--- src/rtl/apb_master_arbiter.sv ---
// Round-robin arbiter sharing one APB master port among NB_REQ requesters.
// Optional ACCESS-phase timeout is compiled in when APB_ARB_TIMEOUT_EN is defined.
module apb_master_arbiter #(
  parameter int unsigned NB_REQ         = 4,
  parameter int unsigned APB_ADDR_WIDTH = 32,
  parameter int unsigned APB_DATA_WIDTH = 32,
  parameter int unsigned TIMEOUT_CYCLES = 256
) (
  input  logic                               clk_i,
  input  logic                               rst_ni,
  input  logic [NB_REQ-1:0]                  req_i,
  input  logic [NB_REQ-1:0]                  we_i,
  input  logic [NB_REQ*APB_ADDR_WIDTH-1:0]   addr_i,
  input  logic [NB_REQ*APB_DATA_WIDTH-1:0]   wdata_i,
  output logic [NB_REQ-1:0]                  gnt_o,
  output logic [NB_REQ-1:0]                  rsp_valid_o,
  output logic [APB_DATA_WIDTH-1:0]          rsp_rdata_o,
  output logic                               rsp_err_o,
  output logic                               psel_o,
  output logic                               penable_o,
  output logic                               pwrite_o,
  output logic [APB_ADDR_WIDTH-1:0]          paddr_o,
  output logic [APB_DATA_WIDTH-1:0]          pwdata_o,
  input  logic [APB_DATA_WIDTH-1:0]          prdata_i,
  input  logic                               pready_i,
  input  logic                               pslverr_i
);

  localparam int unsigned IDX_W = (NB_REQ > 1) ? $clog2(NB_REQ) : 1;

  if (NB_REQ < 2 || TIMEOUT_CYCLES < 1) begin : g_param_check
    $error("apb_master_arbiter: NB_REQ must be >= 2 and TIMEOUT_CYCLES >= 1");
  end

  typedef enum logic [1:0] {
    IDLE   = 2'd0,
    SETUP  = 2'd1,
    ACCESS = 2'd2
  } state_e;

  state_e                    state_q, state_d;
  logic [IDX_W-1:0]          last_grant_q, last_grant_d;
  logic                      pwrite_q, pwrite_d;
  logic [APB_ADDR_WIDTH-1:0] paddr_q, paddr_d;
  logic [APB_DATA_WIDTH-1:0] pwdata_q, pwdata_d;
  logic [NB_REQ-1:0]         rsp_valid_q, rsp_valid_d;
  logic [APB_DATA_WIDTH-1:0] rsp_rdata_q, rsp_rdata_d;
  logic                      rsp_err_q, rsp_err_d;
  logic [NB_REQ-1:0]         gnt;
  logic                      req_found;
  logic [IDX_W-1:0]          winner;

  logic [APB_ADDR_WIDTH-1:0] addr_arr  [NB_REQ];
  logic [APB_DATA_WIDTH-1:0] wdata_arr [NB_REQ];

  for (genvar g = 0; g < NB_REQ; g++) begin : g_unpack
    assign addr_arr[g]  = addr_i[g*APB_ADDR_WIDTH +: APB_ADDR_WIDTH];
    assign wdata_arr[g] = wdata_i[g*APB_DATA_WIDTH +: APB_DATA_WIDTH];
  end

`ifdef APB_ARB_TIMEOUT_EN
  localparam int unsigned CNT_W = $clog2(TIMEOUT_CYCLES + 1);
  logic [CNT_W-1:0] tmo_cnt_q, tmo_cnt_d;
`endif

  // Search begins just past the previous winner, so the last winner has lowest priority.
  always_comb begin : p_arb
    int unsigned cand;
    cand      = 0;
    req_found = 1'b0;
    winner    = '0;
    for (int unsigned i = 1; i <= NB_REQ; i++) begin
      cand = (32'(last_grant_q) + i) % NB_REQ;
      if (!req_found && req_i[IDX_W'(cand)]) begin
        req_found = 1'b1;
        winner    = IDX_W'(cand);
      end
    end
  end

  always_comb begin
    state_d      = state_q;
    last_grant_d = last_grant_q;
    pwrite_d     = pwrite_q;
    paddr_d      = paddr_q;
    pwdata_d     = pwdata_q;
    rsp_valid_d  = '0;
    rsp_rdata_d  = rsp_rdata_q;
    rsp_err_d    = rsp_err_q;
    gnt          = '0;
`ifdef APB_ARB_TIMEOUT_EN
    tmo_cnt_d    = tmo_cnt_q;
`endif
    case (state_q)
      IDLE: begin
        if (req_found) begin
          gnt[winner]  = 1'b1;
          pwrite_d     = we_i[winner];
          paddr_d      = addr_arr[winner];
          pwdata_d     = wdata_arr[winner];
          last_grant_d = winner;
          state_d      = SETUP;
        end
      end
      SETUP: begin
        state_d = ACCESS;
`ifdef APB_ARB_TIMEOUT_EN
        tmo_cnt_d = '0;
`endif
      end
      ACCESS: begin
        // last_grant_q still names the owner of the transfer in flight.
        if (pready_i) begin
          rsp_valid_d[last_grant_q] = 1'b1;
          rsp_rdata_d = pwrite_q ? '0 : prdata_i;
          rsp_err_d   = pslverr_i;
          state_d     = IDLE;
        end
`ifdef APB_ARB_TIMEOUT_EN
        else if (tmo_cnt_q == CNT_W'(TIMEOUT_CYCLES - 1)) begin
          rsp_valid_d[last_grant_q] = 1'b1;
          rsp_rdata_d = '0;
          rsp_err_d   = 1'b1;
          state_d     = IDLE;
        end else begin
          tmo_cnt_d = tmo_cnt_q + CNT_W'(1);
        end
`endif
      end
      default: state_d = IDLE;
    endcase
  end

  always_ff @(posedge clk_i or negedge rst_ni) begin
    if (!rst_ni) begin
      state_q      <= IDLE;
      last_grant_q <= IDX_W'(NB_REQ - 1);
      pwrite_q     <= 1'b0;
      paddr_q      <= '0;
      pwdata_q     <= '0;
      rsp_valid_q  <= '0;
      rsp_rdata_q  <= '0;
      rsp_err_q    <= 1'b0;
    end else begin
      state_q      <= state_d;
      last_grant_q <= last_grant_d;
      pwrite_q     <= pwrite_d;
      paddr_q      <= paddr_d;
      pwdata_q     <= pwdata_d;
      rsp_valid_q  <= rsp_valid_d;
      rsp_rdata_q  <= rsp_rdata_d;
      rsp_err_q    <= rsp_err_d;
    end
  end

`ifdef APB_ARB_TIMEOUT_EN
  always_ff @(posedge clk_i or negedge rst_ni) begin
    if (!rst_ni) tmo_cnt_q <= '0;
    else         tmo_cnt_q <= tmo_cnt_d;
  end
`endif

  // Grant is combinational, so it is masked to keep it low while reset is held.
  assign gnt_o       = gnt & {NB_REQ{rst_ni}};
  assign rsp_valid_o = rsp_valid_q;
  assign rsp_rdata_o = rsp_rdata_q;
  assign rsp_err_o   = rsp_err_q;
  assign psel_o      = (state_q != IDLE);
  assign penable_o   = (state_q == ACCESS);
  assign pwrite_o    = pwrite_q;
  assign paddr_o     = paddr_q;
  assign pwdata_o    = pwdata_q;

endmodule
--- config.mk ---
export PLATFORM = sky130hd
export DESIGN_NAME = apb_master_arbiter
export DESIGN_NICKNAME = d
export VERILOG_FILES = /design/src/rtl/apb_master_arbiter.sv
export SDC_FILE = /design/constraint.sdc
export NUM_CORES = 1
export LEC_CHECK = 0
export BUFFER_PORTS_ARGS = -buffer_cell sky130_fd_sc_hd__buf_4
export CORE_AREA = 2 2 159 161
export DETAILED_ROUTE_END_ITERATION = 16
export DIE_AREA = 0 0 161 163
export SLEW_MARGIN = 20
export SYNTH_ARGS = -nofsm -noshare
export SYNTH_HDL_FRONTEND = slang
export SYNTH_SLANG_ARGS = --single-unit
--- constraint.sdc ---
create_clock -name clk_i -period 3.3 [get_ports clk_i]
set_input_delay 0.165 -clock clk_i [delete_from_list [all_inputs] [get_ports clk_i]]
set_output_delay 0.165 -clock clk_i [all_outputs]
set_load 0.01 [all_outputs]
==> results of run 1 <==
-- flip-flops by register name, indices dropped and copies added (netlist names) --
signal,count
pwdata_o,32
last_grant_q,2
pwrite_o,1
state_q,2
rsp_rdata_o,32
paddr_o,32
rsp_valid_o,4
rsp_err_o,1
-- cell families after synthesis --
logic type      synth area share (%)
buf+inv                         4.56
mux                             22.6
flops                           42.7
xor+xnor                       0.422
simple gates                    12.0
compound gates                  17.0
fa+ha+maj                      0.804
-- final cells by class --
type                       count  share of cell area, %
timing repair buffer         435                   33.2
multi-input combinational    416                   33.3
clock inverter                 6                  0.485
inverter                       4                  0.149
tap                          330                   4.10
sequential                   106                   26.4
clock buffer                  10                   2.37
-- per-stage QoR --
step,cells,setup WS [ps],cell area (um2),setup TNS [ps]
final,1307,189,10100,0
after global routing,1307,12.0,10100,0
after CTS,1307,31.0,10100,0
after detailed placement,1290,-74.4,9740,-117
after global placement,1290,125,9740,0
after floorplan,579,-4.48,6220,-8.95
-- power breakdown --
| group | internal (mW) | switching, mW | total (mW) |
|---|---|---|---|
| Combinational | 2.96 | 3.06 | 6.02 |
| Sequential | 1.92 | 0.376 | 2.30 |
| Clock | 0.544 | 0.546 | 1.09 |
| Total | 5.43 | 3.99 | 9.41 |
-- routing by layer --
layer	vias up	GRT usage, %
li1	2899	-
met1	2829	20.1
met2	256	28.8
met3	12	4.30
met4	0	3.45
met5	-	0
-- worst paths after layout --
path,start,to,slack [ps],depth (start not counted)
max,last_grant_q[1],gnt_o[3],190,8
min,pslverr_i,rsp_err_o,60,2
max reg2reg,last_grant_q[1],pwdata_o[4],270,8
min reg2reg,state_q[1],state_q[1],480,1
max in group asynchronous,rst_ni,paddr_o[30],1960,3
min in group asynchronous,rst_ni,pwdata_o[11],250,2
-- what timing repair did --
action                                 CTS  global route
cloned                                   0             0
setup endpoints to repair               27             3
endpoints found under the hold margin   13             0
pin swaps                                0             0
resized for setup                        4             1
hold buffers                             1             0
-- cells in the final DEF (no fill, tap or decap), types with 2 or more instances in the layout --
cell type   netlist  routed
nor2_1            6       6
nand2b_1         34      34
mux2_2            3       3
clkbuf_16         0       9
o21ai_0          35      35
dfrtp_1         104     104
o221ai_2         38      38
nor2b_1           6       6
o221ai_1         28      27
or2_2             3       3
mux2i_1         135     135
dfstp_2           2       2
inv_1             4       4
inv_6             0       2
xor2_1            2       2
buf_12            0       6
nand2_1         101     100
buf_4             5     428
and3_1            4       4
nor4bb_1          2       2
clkinvlp_4        0       2
ha_1              4       3
==> results.sh, run 1 <==
export IMPL_ys_ff_latch=106
export IMPL_grt_use_total_pct=16.3
export IMPL_top_layer="met4"
export IMPL_num_io_pins=408
export IMPL_clk_latency_ps=350
export IMPL_syn_to_final_growth_pct=61.7
export IMPL_synthArstFlopShare_pct=100
export IMPL_critical_path_max_fanout=8
export IMPL_vias_per_cell=4.59
export IMPL_synth_common_cells="mux2i_1 (135), dfrtp_1 (104), nand2_1 (101)"
export IMPL_cts_buffers=9
export IMPL_synth_main_ff_cell="dfrtp_1"
export IMPL_fill_cells=2433
export IMPL_fin_crit_sh_pct=94.3
export IMPL_yosysSeqAreaShare_pct=42.7
export IMPL_dr_wl_met2_um=11300
export IMPL_hpwl_um=17200
export IMPL_period_needed_ps=3110
export IMPL_cp_arrival_ps=2950
export IMPL_maxCapViolCount=0
export IMPL_drc=0
export IMPL_post_cts_buffers=0
export IMPL_holdCritPathClass="in2reg"
export IMPL_wl_met1_um=9210
export IMPL_cp_top_family="flip-flops"
export IMPL_cts_buffer_depth=2
export IMPL_final_seq_area_um2=2660
export IMPL_cts_tree="built"
export IMPL_max_slew_margin_pct=38.4
export IMPL_avgSynthCellArea_um2=10.7
export IMPL_htreeDepth=3
export IMPL_wl_um=22500
export IMPL_routedWlPerCell_um=17.2
export IMPL_crit_chain="inv_1 > ha_4 > mux2_2 > a221oi_2 > o221ai_4 > or2_2 > nor2_1 > buf_4"
export IMPL_dieArea_um2=26200
export IMPL_slew_violations=0
export IMPL_grt_pass1_vias=6134
export IMPL_final_util_pct=40.8
export IMPL_cpPeakStageDelay_ps=580
export IMPL_drtAntennaViolNets=0
export IMPL_fin_hold_ws_ps=56.3
export IMPL_dieHeight_um=163
export IMPL_io_buffer_count=407
export IMPL_diodes=0
export IMPL_power_total_mw=9.41
export IMPL_critPathBufInv=2
export IMPL_cts_sinks=106
export IMPL_grt_pass1_wl_um=33800
export IMPL_synth_largest_area_cell="dfrtp_1"
export IMPL_rows=58
export IMPL_p_leak_nw=5.21
export IMPL_rsz0062_at_grt="false"
export IMPL_required_ps=3130
export IMPL_firstDrtPassIters=4
export IMPL_routed_wl_met3_um=1760
export IMPL_antenna_found_initial=0
export IMPL_grt_max_degree=69
export IMPL_finalSetupViolCount=0
export IMPL_synth_edff_count=0
export IMPL_crit_slowest_cell="dfstp_2"
export IMPL_dr_first_iter_drc_count=275
export IMPL_synth_warnings=0
export IMPL_drive_gt1_share_pct=51.6
export IMPL_path_class="reg2out"
export IMPL_vias=5996
export IMPL_yosysTopAreaCellShare_pct=41.8
export IMPL_overflow=0
export IMPL_ir_drop_mv=0.477
export IMPL_synth_cell_types=36
export IMPL_place_gp_congestion=0.788
export IMPL_p_per_area_nw_per_um2=935
export IMPL_nNetsFinal=1276
export IMPL_syn_area_um2=6220
export IMPL_clock_skew_ps=13.1
export IMPL_syn_inst=579
export IMPL_core_um2=24700
export IMPL_start_kind="flip-flop"
export IMPL_status="finished clean"
export IMPL_start_util_pct=25.2
export IMPL_synthesis_nets=883
export IMPL_die_w_um=161
export IMPL_multiInputGateArea_um2=3350
export IMPL_max_freq_mhz=321
export IMPL_hold_viol_final=0
export IMPL_worstMarginPinSlew_ps=924
export IMPL_critPathCaptureType="primary output"
export IMPL_clkTransAtPathRegs_ps=80
export IMPL_cts_root_buf="clkbuf_16"
export IMPL_yosysMostFrequentCell="mux2i_1"
export IMPL_ys_top_cells_by_area="dfrtp_1 (42%), mux2i_1 (22%), o221ai_2 (9.2%)"
Note: power is estimated with default switching activity, not from simulation.
==> run 2: changes to the inputs <==
- ABC_AREA: not set -> 1
- ABC_CLOCK_PERIOD_IN_PS: not set -> 3300
- CORE_AREA: 2 2 159 161 -> 2 2 158 160
- DIE_AREA: 0 0 161 163 -> 0 0 160 162
==> run 2 against run 1 <==
Clock-buffer cell count fell by 1. Worst hold slack got worse by 30 ps. Total power rose by 35%. Final area rose by 8.0%. Combinational power rose by 53%. Non-clock buffer count fell by 12. Final cell count rose by 39%. Critical path type unchanged. Critical endpoint unchanged. Largest power group unchanged. Highest routed layer unchanged.
==> results.sh, run 2 <==
export IMPL_yosysMostFrequentCell="nand2_1"
export IMPL_rsz0062_at_grt="false"
export IMPL_p_leak_nw=6.49
export IMPL_max_slew_margin_pct=29.7
export IMPL_fill_cells=2628
export IMPL_diodes=0
export IMPL_rows=57
export IMPL_clk_latency_ps=360
export IMPL_dr_first_iter_drc_count=408
export IMPL_htreeDepth=3
export IMPL_ys_top_cells_by_area="dfrtp_1 (36%), nand2_1 (21%), nand3_1 (12%)"
export IMPL_max_freq_mhz=332
export IMPL_required_ps=3130
export IMPL_cts_tree="built"
export IMPL_drc=0
export IMPL_grt_use_total_pct=20.6
export IMPL_p_per_area_nw_per_um2=1170
export IMPL_maxCapViolCount=0
export IMPL_cellInternalPower_mw=5.87
export IMPL_dieArea_um2=25900
export IMPL_rrSetupSlack_ps=340
export IMPL_final_cell_mix="buf_4 (418), nand2_1 (402), inv_1 (218), nand3_1 (168), dfrtp_1 (104)"
export IMPL_start_kind="flip-flop"
export IMPL_cts_buffers=9
export IMPL_synthesis_nets=1439
export IMPL_overflow=0
export IMPL_holdCritPathClass="in2reg"
export IMPL_worstSetupStartpoint="last_grant_q[0]"
export IMPL_placed_cells=1804
export IMPL_r2r_start="last_grant_q[0]"
export IMPL_r2r_end="pwdata_o[20]"
export IMPL_status="finished clean"
export IMPL_critPathCaptureType="primary output"
export IMPL_synth_warnings=0
export IMPL_synth_cell_types=26
export IMPL_io_buffer_count=407
export IMPL_ys_ff_latch=106
export IMPL_rr_worst_depth=14
export IMPL_cts_root_buf="clkbuf_16"
export IMPL_grt_max_degree=75
export IMPL_synth_main_ff_cell="dfrtp_1"
export IMPL_critical_path_max_fanout=39
export IMPL_dieHeight_um=162
export IMPL_yosysTopAreaCellShare_pct=35.6
export IMPL_num_io_pins=408
export IMPL_p_sw_share_pct=53.8
export IMPL_wl_um=27300
export IMPL_seq_power_share_pct=18.3
export IMPL_post_cts_buffers=0
export IMPL_place_gp_congestion=0.846
export IMPL_yosysSeqAreaShare_pct=36.3
export IMPL_hpwl_um=20100
export IMPL_hold_viol_final=0
export IMPL_clkTransAtPathRegs_ps=90
export IMPL_vias_per_cell=4.61
export IMPL_finalSetupViolCount=0
export IMPL_antenna_found_initial=0
export IMPL_syn_area_um2=7300
export IMPL_firstDrtPassIters=5
export IMPL_pwr_share_comb_pct=72.7
export IMPL_drive_gt1_share_pct=31.0
export IMPL_avgSynthCellArea_um2=6.44
export IMPL_ir_drop_mv=0.851
export IMPL_routedWlPerCell_um=15.0
export IMPL_synth_largest_area_cell="dfrtp_1"
export IMPL_drtAntennaViolNets=0
export IMPL_clock_skew_ps=9.73
export IMPL_synth_edff_count=0
export IMPL_syn_to_final_growth_pct=48.8
export IMPL_setup_tns_ps=0
export IMPL_slew_violations=0
export IMPL_vias=8394
export IMPL_syn_inst=1135
export IMPL_path_class="reg2out"
export IMPL_synthArstFlopShare_pct=100
export IMPL_worstMarginPinSlew_ps=1050
export IMPL_nNetsFinal=1797
export IMPL_switchingPower_mw=6.85
export IMPL_cts_buffer_depth=2
export IMPL_final_common_cell="buf_4"
export IMPL_fin_crit_sh_pct=91.2
export IMPL_stdcell_count=1822
export IMPL_grt_pass1_wl_um=43000
export IMPL_die_w_um=160
export IMPL_grt_pass1_vias=7960
export IMPL_start_util_pct=30.3
export IMPL_cts_sinks=106
export IMPL_period_needed_ps=3010
export IMPL_cp_arrival_ps=2840
export IMPL_crit_end="gnt_o[3]"
export IMPL_core_um2=24100
export IMPL_clockPowerShare_pct=9.1
export IMPL_synth_common_cells="nand2_1 (403), inv_1 (218), nand3_1 (168)"
[run 2: kinds of logic after synthesis]
| logic type | after synthesis | share of synthesized area [%] |
|---|---|---|
| AOI/OAI and AO/OA | 34 | 3.34 |
| DFF | 106 | 36.3 |
| adders and majority gates | 4 | 0.685 |
| buffers and inverters | 297 | 16.9 |
| and+or+nand+nor | 694 | 42.8 |
[run 2: metrics by stage]
| stage | instance area, um2 | hold WS, ps | util [%] | setup slack (ps) | power (mW) |
|---|---|---|---|---|---|
| final | 10900 | 26.2 | 45.1 | 290 | 12.7 |
| after global routing | 10900 | 16.8 | 45.1 | 51.2 | 14.1 |
| after CTS | 10800 | 7.82 | 45.0 | 47.3 | 12.8 |
| after detailed placement | 10500 | 185 | 43.6 | 298 | 11.6 |
| after global placement | 10500 | 191 | 43.6 | 385 | 11.5 |
| after floorplan | 7300 | -131 | - | 755 | 9.06 |
[run 2: repair_timing]
item                       CTS  global route
resized for setup            0             6
setup endpoints to repair    0             4
hold endpoints to repair    38             0
hold buffers                 2             0
[run 2: power by group through the flow]
stage / Sequential, mW / Clock [mW] / Combinational, mW
6_report: 2.32 / 1.16 / 9.24
5_1_grt: 2.40 / 1.25 / 10.4
4_1_cts: 2.33 / 1.20 / 9.26
3_5_place_dp: 2.34 / 0 / 9.24
3_3_place_gp: 2.33 / 0 / 9.13
2_1_floorplan: 2.56 / 0 / 6.50
[run 2: routing by layer]
| metal | global-route usage [%] | vias to the layer above | part of all wire, % |
|---|---|---|---|
| met4 | 5.53 | 0 | 1.8 |
| li1 | - | 4234 | - |
| met2 | 35.2 | 277 | 49 |
| met1 | 26.6 | 3856 | 43 |
| met5 | 0 | - | 0 |
| met3 | 4.11 | 27 | 6.0 |
[run 2: final cells by class]
class,instances,area [um2],share of cell area (%)
Inverter,221,832,7.66
Clock inverter,7,88.8,0.817
Timing Repair Buffer,423,3210,29.5
Clock buffer,9,225,2.07
Tap cell,324,405,3.73
Multi-Input combinational cell,732,3450,31.8
Sequential cell,106,2660,24.4
[run 2: worst min-delay path by stage]
stage	start	slack, ps	to	cells past startpoint
6_report	prdata_i[26]	30	rsp_rdata_o[26]	3
4_1_cts	prdata_i[26]	8	rsp_rdata_o[26]	3
2_1_floorplan	rst_ni	-130	paddr_o[0]	0
5_1_grt	prdata_i[19]	20	rsp_rdata_o[19]	3
3_3_place_gp	rst_ni	190	paddr_o[6]	1
3_5_place_dp	rst_ni	180	paddr_o[10]	1
[run 2: critical path, cell delays in order, from the launching register on]
cell and delay (ps):
dfstp_2 640, inv_2 130, ha_1 350, inv_1 110
nand2_1 70, nand2_1 150, inv_1 90, nand3_1 90
nand2_1 60, inv_2 50, nand2_2 70, inv_4 370
nor2_1 140, buf_4 170
==> run 3: changes to the inputs <==
--- a/config.mk
+++ b/config.mk
@@ -10,2 +10,3 @@
 export BUFFER_PORTS_ARGS = -buffer_cell sky130_fd_sc_hd__buf_4
+export CAP_MARGIN = 20
 export CORE_AREA = 2 2 158 160
--- a/constraint.sdc
+++ b/constraint.sdc
@@ -3,2 +3,2 @@
 set_output_delay 0.165 -clock clk_i [all_outputs]
-set_load 0.01 [all_outputs]
+set_load 0.05 [all_outputs]
==> run 3 against run 2 <==
Worst hold slack improved by 2.1 ps. Flip-flop and latch count stayed put. Via count increased by 2.1%. Utilization increased by 0.39 points. Clock skew down 4.0 ps. Register-to-register slack better by 110 ps. Critical path depth is 1 lower. Critical endpoint is now gnt_o[0]. Clock-buffer cell count stayed put. Final area grew 0.86%. Worst setup slack lost 50 ps.
==> results.sh, run 3 (synthesis results as in run 2) <==
export IMPL_status="finished clean"
export IMPL_vias_per_cell=4.69
export IMPL_critPathCaptureType="primary output"
export IMPL_htreeDepth=3
export IMPL_max_slew_margin_pct=29.8
export IMPL_diodes=0
export IMPL_wl_um=27200
export IMPL_place_gp_congestion=0.868
export IMPL_cts_sinks=106
export IMPL_worstSetupStartpoint="last_grant_q[1]"
export IMPL_worstMarginPinSlew_ps=1050
export IMPL_clock_skew_ps=5.78
export IMPL_dr_first_iter_drc_count=535
export IMPL_crit_slowest_cell="dfstp_2"
export IMPL_clk_latency_ps=360
export IMPL_syn_to_final_growth_pct=50.1
export IMPL_dieHeight_um=162
export IMPL_antenna_found_initial=0
export IMPL_hp_start="prdata_i[26]"
export IMPL_fill_cells=2572
export IMPL_holdCritPathClass="in2reg"
export IMPL_cp_top_family="simple AND/OR/NAND/NOR gates"
export IMPL_r2r_start="last_grant_q[1]"
export IMPL_multiInputGateArea_um2=3460
export IMPL_rows=57
export IMPL_drc=0
export IMPL_start_kind="flip-flop"
export IMPL_clkTransAtPathRegs_ps=80
export IMPL_maxCapViolCount=0
export IMPL_finalSetupViolCount=0
export IMPL_final_seq_area_um2=2660
export IMPL_start_util_pct=30.3
export IMPL_firstDrtPassIters=5
export IMPL_dieArea_um2=25900
export IMPL_vias=8574
export IMPL_critical_path_max_fanout=36
export IMPL_grt_pass1_vias=8227
export IMPL_nNetsFinal=1804
export IMPL_cp_arrival_ps=2890
export IMPL_num_io_pins=408
export IMPL_die_w_um=160
export IMPL_cts_buffer_depth=2
export IMPL_cpPeakStageDelay_ps=590
export IMPL_max_freq_mhz=327
export IMPL_cts_buffers=9
export IMPL_required_ps=3130
export IMPL_grt_max_degree=90
export IMPL_hpwl_um=20000
export IMPL_overflow=0
export IMPL_cts_tree="built"
export IMPL_critPathBufInv=4
export IMPL_drive_gt1_share_pct=31.4
export IMPL_drtAntennaViolNets=0
export IMPL_period_needed_ps=3060
export IMPL_fin_crit_sh_pct=92.7
export IMPL_path_class="reg2out"
export IMPL_crit_chain="inv_1 > ha_1 > inv_1 > nand3_1 > nand2_2 > nor2_1 > nand2_1 > nand2_2 > nand3_4 > buf_6 > nor4_4 > buf_4"
export IMPL_grt_use_total_pct=20.5
export IMPL_setup_tns_ps=0
export IMPL_core_um2=24100
export IMPL_grt_pass1_wl_um=42900
export IMPL_routedWlPerCell_um=14.8
export IMPL_rsz0062_at_grt="false"
export IMPL_hold_viol_final=0
export IMPL_slew_violations=0
export IMPL_io_buffer_count=407
export IMPL_cts_root_buf="clkbuf_16"
export IMPL_final_cell_mix="buf_4 (422), nand2_1 (402), inv_1 (217), nand3_1 (168), dfrtp_1 (104)"
export IMPL_final_common_cell="buf_4"
==> run 3: layout make-up <==
type,instances,area share [%]
timing repair buffer,430,30.0
sequential,106,24.2
inverter,221,7.62
clock inverter,7,0.810
tap,324,3.70
multi-input combinational,732,31.6
clock buffer,9,2.05
==> run 3: worst register-to-register path, stage by stage, from the launching register on <==
cell and delay (ps):
dfstp_2 590, inv_1 140, ha_1 340, inv_1 70
nand3_1 120, nand2_2 100, nor2_4 190, nand3_1 90
nand2_1 80, inv_2 40, nand2_2 80, buf_6 340
nor2_2 50, buf_4 250, o211ai_1 150, nand3_1 100
==> run 3: path summary, 6_finish.rpt <==
path,cells past startpoint,slack [ps],to
max,12,240,gnt_o[0]
min,3,30,rsp_rdata_o[26]
max reg2reg,15,450,paddr_o[13]
min reg2reg,1,470,state_q[1]
max in group asynchronous,3,2150,paddr_o[15]
min in group asynchronous,2,160,paddr_o[6]
==> run 3: repair_timing <==
item | CTS | global route
setup endpoints to repair | 1 | 4
resized for setup | 1 | 8
cloned | 0 | 0
hold buffers | 2 | 0
endpoints found under the hold margin | 6 | 0
pin swaps | 0 | 1
setup buffers | 0 | 6
==> run 3: metal layers <==
metal	global-route usage, %	share of wire, %	up-vias
li1	-	-	4254
met1	26.0	42	3971
met2	35.0	49	309
met3	4.09	6.3	40
met4	6.67	2.5	0
met5	0	0	-
==> run 3: per-stage QoR <==
stage | std cells | worst slack (ps) | hold slack (ps) | utilization, % | cell area (um2)
finish | 1829 | 240 | 28.3 | 45.5 | 11000
global route | 1829 | 20.5 | 17.9 | 45.5 | 11000
detailed placement | 1805 | 311 | -6.49 | 43.7 | 10500
floorplan | 1135 | -338 | -131 | - | 7300
global placement | 1805 | 362 | -5.11 | 43.7 | 10500
CTS | 1823 | 2.74 | 9.68 | 45.1 | 10900
Power of run 3 is left out: the tool's default activity adds up to more than one toggle a clock period on the data nets, which glitch-free logic cannot reach.
